File: src/rtl/pushbutton_debouncer.sv
// Purpose : synchronise, debounce and edge-detect N active-low pushbuttons.
// Latency : clean pin edge to PB_STATE/PB_PRESS/PB_RELEASE is DEBOUNCE_CYCLES + 2 CLK cycles.
// Backpr. : none; pure input conditioning, outputs are levels and one-cycle pulses.
//
// Optional feature macro: LONG_PRESS_EN
//   defined   -> per-button hold counter, PB_LONG pulses once per press after
//                LONG_PRESS_CYCLES cycles of PB_STATE held high.
//   undefined -> no hold counters, PB_LONG tied low (port kept for a stable interface).
//
// Ports
//   CLK         in   1          system clock, all state on rising edge
//   RST_n       in   1          asynchronous active-low reset
//   PB_n        in   N_BUTTONS  raw pushbutton pins, active low, asynchronous to CLK
//   PB_STATE    out  N_BUTTONS  debounced level, 1 = pressed
//   PB_PRESS    out  N_BUTTONS  one-cycle pulse on accepted press
//   PB_RELEASE  out  N_BUTTONS  one-cycle pulse on accepted release
//   PB_LONG     out  N_BUTTONS  one-cycle pulse at the long-press threshold

module pushbutton_debouncer #(
   parameter int N_BUTTONS         = 2,
   parameter int DEBOUNCE_CYCLES   = 500000,
   parameter int LONG_PRESS_CYCLES = 50000000
) (
   input  logic                 CLK,
   input  logic                 RST_n,
   input  logic [N_BUTTONS-1:0] PB_n,
   output logic [N_BUTTONS-1:0] PB_STATE,
   output logic [N_BUTTONS-1:0] PB_PRESS,
   output logic [N_BUTTONS-1:0] PB_RELEASE,
   output logic [N_BUTTONS-1:0] PB_LONG
);

   // Stability counter only ever holds 0 .. DEBOUNCE_CYCLES-1; keep at least one bit
   // so DEBOUNCE_CYCLES=1 still elaborates.
   localparam int CNT_W = (DEBOUNCE_CYCLES > 1) ? $clog2(DEBOUNCE_CYCLES) : 1;
   localparam logic [CNT_W-1:0] CNT_LAST = CNT_W'(DEBOUNCE_CYCLES - 1);

   // Illegal configurations stop elaboration rather than silently misbehaving.
   if (N_BUTTONS < 1 || DEBOUNCE_CYCLES < 1 || LONG_PRESS_CYCLES < 1) begin : g_bad_params
      $error("pushbutton_debouncer: N_BUTTONS, DEBOUNCE_CYCLES and LONG_PRESS_CYCLES must be >= 1");
   end

   // Per-button debounce state: IDLE when the synchronised sample agrees with the
   // accepted level, COUNT while it disagrees and the stability window is running.
   typedef enum logic {
      DB_IDLE  = 1'b0,
      DB_COUNT = 1'b1
   } db_state_e;

   // ------------------------------------------------------------------
   // Two-flop synchroniser. Resets to 1 (pin released) so the debouncer
   // starts in agreement with an idle button. No logic between the flops.
   // ------------------------------------------------------------------
   logic [N_BUTTONS-1:0] sync1_q;
   logic [N_BUTTONS-1:0] sync2_q;
   logic [N_BUTTONS-1:0] sample;

   always_ff @(posedge CLK or negedge RST_n) begin
      if (!RST_n) begin
         sync1_q <= '1;
         sync2_q <= '1;
      end else begin
         sync1_q <= PB_n;
         sync2_q <= sync1_q;
      end
   end

   // Convert to active-high "pressed" sense.
   assign sample = ~sync2_q;

   // ------------------------------------------------------------------
   // Independent debounce slice per button.
   // ------------------------------------------------------------------
   for (genvar b = 0; b < N_BUTTONS; b++) begin : g_btn

      logic [CNT_W-1:0] cnt_q;
      logic [CNT_W-1:0] cnt_d;
      logic             level_q;
      logic             level_d;
      logic             press_q;
      logic             press_d;
      logic             release_q;
      logic             release_d;
      db_state_e        db_st;

      always_comb begin
         cnt_d     = '0;
         level_d   = level_q;
         press_d   = 1'b0;
         release_d = 1'b0;
         db_st     = (sample[b] == level_q) ? DB_IDLE : DB_COUNT;

         case (db_st)
            DB_IDLE: begin
               // Agreement (including a bounce back) restarts the window.
               cnt_d = '0;
            end
            DB_COUNT: begin
               if (cnt_q == CNT_LAST) begin
                  // Sample has disagreed for DEBOUNCE_CYCLES consecutive cycles:
                  // accept it. Counter returns to 0, so it never wraps.
                  level_d   = sample[b];
                  press_d   = sample[b];
                  release_d = ~sample[b];
                  cnt_d     = '0;
               end else begin
                  cnt_d = cnt_q + 1'b1;
               end
            end
            default: begin
               cnt_d = '0;
            end
         endcase
      end

      always_ff @(posedge CLK or negedge RST_n) begin
         if (!RST_n) begin
            cnt_q     <= '0;
            level_q   <= 1'b0;
            press_q   <= 1'b0;
            release_q <= 1'b0;
         end else begin
            cnt_q     <= cnt_d;
            level_q   <= level_d;
            press_q   <= press_d;
            release_q <= release_d;
         end
      end

      assign PB_STATE[b]   = level_q;
      assign PB_PRESS[b]   = press_q;
      assign PB_RELEASE[b] = release_q;

`ifdef LONG_PRESS_EN
      // Hold counter: counts cycles with the accepted level high, saturates at
      // LONG_PRESS_CYCLES so only one PB_LONG fires per press, clears on release.
      localparam int HOLD_W = $clog2(LONG_PRESS_CYCLES + 1);
      localparam logic [HOLD_W-1:0] HOLD_MAX = HOLD_W'(LONG_PRESS_CYCLES);

      logic [HOLD_W-1:0] hold_q;
      logic [HOLD_W-1:0] hold_d;
      logic              long_q;
      logic              long_d;

      always_comb begin
         hold_d = hold_q;
         long_d = 1'b0;
         if (!level_q) begin
            hold_d = '0;
         end else if (hold_q != HOLD_MAX) begin
            hold_d = hold_q + 1'b1;
            // Pulse registers on the same edge the counter reaches the threshold.
            long_d = (hold_q == (HOLD_MAX - 1'b1));
         end
      end

      always_ff @(posedge CLK or negedge RST_n) begin
         if (!RST_n) begin
            hold_q <= '0;
            long_q <= 1'b0;
         end else begin
            hold_q <= hold_d;
            long_q <= long_d;
         end
      end

      assign PB_LONG[b] = long_q;
`else
      assign PB_LONG[b] = 1'b0;
`endif

   end

endmodule

File: config.mk
export PLATFORM = sky130hd
export DESIGN_NAME = pushbutton_debouncer
export DESIGN_NICKNAME = d
export VERILOG_FILES = /design/src/rtl/pushbutton_debouncer.sv
export SDC_FILE = /design/constraint.sdc
export NUM_CORES = 1
export LEC_CHECK = 0
export BUFFER_PORTS_ARGS = -buffer_cell sky130_fd_sc_hd__buf_2
export CAP_MARGIN = 30
export CORE_ASPECT_RATIO = 1.4
export CORE_MARGIN = 2
export CORE_UTILIZATION = 45
export DETAILED_ROUTE_END_ITERATION = 7
export SLEW_MARGIN = 20
export SYNTH_ARGS = -nofsm -noshare
export SYNTH_HDL_FRONTEND = slang
export SYNTH_SLANG_ARGS = --single-unit
File: constraint.sdc
create_clock -name CLK -period 2.9 [get_ports CLK]
set_input_delay 0.725 -clock CLK [delete_from_list [all_inputs] [get_ports CLK]]
set_output_delay 0.725 -clock CLK [all_outputs]
set_load 0.05 [all_outputs]
Word-level counts from Yosys, hierarchy flattened
Index checks and enable logic that the tools add are counted.

word-level totals
  bits in registers = 48
  output and inout bits = 8

operators by class
  $add $sub $neg = 2
  equal/unequal tests = 4
  reduce and logical (&&, ||, !) cells = 2
  mux-type cells = 14
  bitwise operators = 5

operator list
  cell                   number
  $pmux 19 s2            2
  $add 19x1->19 const B  2
  $eq 19x19->1 const B   2
  $mux 19                2
  $mux 1                 10
  $not 1->1              4
  $reduce_and 2->1       2
  $eq 1x1->1             2
  $not 2->2              1

Logic depth before layout (Yosys ltp)
  depth after elaboration = 4
  gate-level depth with buffers = 7
  gate-level depth less buffers = 5

Worst setup path after synthesis
Ideal clock, no wire load.

  kind = reg-to-reg
  from = reg g_btn[1].cnt_q[0]
  to = reg g_btn[1].cnt_q[16]
  cell stages (with the launch flop) = 6
  data arrival time = 1792 ps
  data required time = 2822 ps
  period minus slack after synthesis = 1869 ps
  slack = 1031 ps
  library setup time = 78 ps
  cells stage by stage = dfrtp_1 -> ha_1 -> nand4_4 -> or4_4 -> or3_1 -> a21oi_1

between the ends
  longest elaborated chain between the ends = 3
  elaborated cells on any way between the ends = 4
  classes of those cells = 1 x add/sub; 1 x eq/ne; 2 x mux

ends and longest elaborated chain
  item                                           line     text
  start, declared                                76       logic [CNT_W-1:0] cnt_q;
  start signal, assigned                         123      cnt_q <= cnt_d;
  $add 19x1->19 or $eq 19x19->1 (tied branches)  107, 99
  $mux 19 (*)                                    99       if (cnt_q == CNT_LAST) begin
  $pmux 19 s2 (*)                                93       case (db_st)
  via g_btn[1].cnt_d[16]                         77       logic [CNT_W-1:0] cnt_d;

The timed path passes the listed nets; every way through them passes the cells marked *.
A chain may end at the register's enable or synchronous reset.

Worst setup path after layout
  from = reg g_btn[1].cnt_q[0]
  to = reg g_btn[1].cnt_q[18]

Same word-level chain as after synthesis.

==> run summary <==
CP Launch Type -> register
Total number of vias -> 1552
Leak Pwr -> 0.9994 nW
Ys Warns -> 0
Largest net degree at the start of global routing -> 49
Num ports -> 12
Min Tclk post-route -> 2.028 ns
Ys async rst share -> 1.000
Die footprint -> 5742 sq um
Core Area -> 4917 sq um
Die Y -> 88.86 um
N_diodes -> 0
Clock Tree Root -> clkbuf_8
FMAX -> 0.4932 GHz
Arrival time at the worst endpoint -> 2.26 ns
Post-CTS setup buffer count -> 0
Syn_area_per_cell -> 10.11 sq um
Die width -> 64.62 um
Row cnt -> 30
Hold buffer count at CTS -> 0
Total power per unit cell area -> 458.2 nW/um^2
Sequential fraction of the synthesis area -> 0.5211
CP delay by family, top -> simple AND/OR/NAND/NOR gates
Post-synth top cells -> dfrtp_1, nor2_1, xnor2_1
Total CTS buffers -> 5
Gr usage total -> 0.1583
Worst setup EP type -> register
Total grt overflow -> 0
Hold Crit Class -> register to register
Deepest clock path buffer count -> 2
Post-Place Cells -> 292
Reg clk slew, reported paths -> 0.09 ns
Routed wire length -> 3898 um
Skew-Pair Late Insertion Delay -> 0.30 ns
Max stage delay on crit path -> 0.59 ns
Max-slew headroom -> 0.5079
Clock sink total -> 48
Hold Slack -> 0.3599 ns
Synth top area share -> 0.4757
Post-Syn Area -> 2315 sq um
Initial core utilization -> 0.4707
Worst slack at placement -> 0.8523 ns
# setup viols final -> 0
Post-layout net count -> 241
Top post-synthesis cells by area -> dfrtp_1, xnor2_1, nor2_1
Slew @ Worst Pin -> 0.7381 ns
Worst Path Required -> 3.13 ns
Vias in the first global route -> 1588
Post-synth EDFFs -> 0
Fill cells -> 465
H-tree depth -> 2
Drt first pass iters -> 4
CP bufs+invs -> 0
Register area -> 1206 sq um
Post-DRT Antenna Nets -> 0
Crit-path cells -> ha_1 -> nand4_4 -> or4_4 -> or3_1 -> a21oi_1
DRT iter0 DRCs -> 89
Drt wl/cell -> 12.99 um
Gpl congestion -> 0.8072
Synth Instances -> 229
Largest area contributor in the netlist -> dfrtp_1
Final cell count without fillers -> 300
Critical path type -> register to register
# Max-Cap Violations -> 0
Max VDD drop -> 361.8 uV
Layout cells sized above 1 -> 0.1229
Total Negative Setup Slacks -> 0 ns
Clock Skew -> 0.009892 ns
CTS tree -> done
Most common cell in the netlist -> dfrtp_1
Port bufs -> 9
Global-route wire length before repair -> 7058 um
Unique masters post-synth -> 35
Slowest-stage cell, CP -> or4_4
Outcome -> finished, final reports clean
Area growth syn-to-layout -> 6.757%
Register bit count reported by yosys -> 48
Area of the multi-input gates -> 991.0 sq um
PostCTS Resize Cnt -> 0
DP HPWL -> 2722 um
RSZ-0062 raised after global routing -> no
Fin. Hold Viols -> 0
Crit-path max FO -> 8
Most used DFF post-synth -> dfrtp_1
Setup WS post-layout -> 0.8725 ns
Via density -> 5.173
Residual DRC count -> 0
Fin crit share -> 0.6991
Max-slew violations -> 0
Initial antenna violation count -> 0
-- through the flow --
stage / utilization / instance area (sq um) / total power [mW]
after floorplan: - / 2318 / 0.7325
after global placement: 0.4847 / 2384 / 0.7545
after detailed placement: 0.4847 / 2384 / 0.7553
after CTS: 0.5025 / 2471 / 1.154
after global routing: 0.5025 / 2471 / 1.185
final: 0.5025 / 2471 / 1.132
-- where the power goes --
group          total, mW  switching, mW  internal, mW  leakage (nW)
clock              0.393          0.224         0.168        0.0479
sequential         0.691         0.0103         0.681         0.652
combinational     0.0487         0.0346        0.0141         0.300
total               1.13          0.269         0.863         0.999
-- cells in the final DEF (no fill, tap or decap), types with 2 or more instances in the layout --
cell type / instances
dfrtp_1: 44
nor2_1: 32
xnor2_1: 21
nand3_1: 12
nand4_1: 11
nand2_1: 11
inv_1: 9
a21oi_1: 9
buf_2: 9
nor3_1: 8
nor4_1: 7
o21ai_0: 7
or3_1: 6
xor2_1: 6
clkbuf_8: 5
and3_1: 4
dfstp_2: 4
and2_1: 3
o31ai_1: 3
or4_1: 2
and4_1: 2
ha_1: 2
conb_1: 2
clkinv_2: 2
-- logic make-up (layout without fill, tap and decap cells) --
| family | Yosys count | in the layout | share of synthesized area |
|---|---|---|---|
| and+or+nand+nor | 106 | 106 | 0.2465 |
| DFF | 48 | 48 | 0.5211 |
| muxes | 1 | 1 | 0.004324 |
| xor gates and xnor gates | 27 | 27 | 0.1022 |
| adders and majority gates | 2 | 2 | 0.01081 |
| AOI/OAI and AO/OA | 22 | 22 | 0.06108 |
| other | 1 | 2 | 0.001620 |
| buffers and inverters | 22 | 28 | 0.05243 |
-- area by class of cell --
| cell class | count | share of cell area |
|---|---|---|
| Timing Repair Buffer | 11 | 0.02937 |
| Clock inverter | 3 | 0.007595 |
| Multi-Input combinational cell | 160 | 0.4010 |
| Clock buffer | 5 | 0.02785 |
| Tap cell | 64 | 0.03241 |
| Sequential cell | 48 | 0.4881 |
| Inverter | 9 | 0.01367 |
-- flip-flops by register name, summed over array words and instances (netlist names) --
signal           flops
g_btn.level_q        2
g_btn.release_q      2
g_btn.cnt_q         38
sync1_q              2
sync2_q              2
g_btn.press_q        2
-- final timing paths --
kind	slack (ns)	endpoint	startpoint	cells past startpoint
worst max-delay path	0.87	g_btn[1].cnt_q[18]	g_btn[1].cnt_q[0]	5
worst min-delay path	0.36	sync2_q[0]	sync1_q[0]	0
worst min register to register	0.36	sync2_q[0]	sync1_q[0]	0
worst max register to register	0.87	g_btn[1].cnt_q[18]	g_btn[1].cnt_q[0]	5
min in group asynchronous	0.39	g_btn[0].cnt_q[17]	RST_n	2
max in group asynchronous	2.23	sync1_q[1]	RST_n	2
-- routing by layer --
metal / vias to the layer above / share of wire / track usage / routed length, um
li1: 797 / - / - / -
met1: 733 / 0.44 / 0.1914 / 1700
met2: 17 / 0.53 / 0.2727 / 2052
met3: 5 / 0.021 / 0.03817 / 83
met4: 0 / 0.016 / 0.06383 / 62
met5: - / 0 / 0 / 0
(Power assumes the default switching activity.)
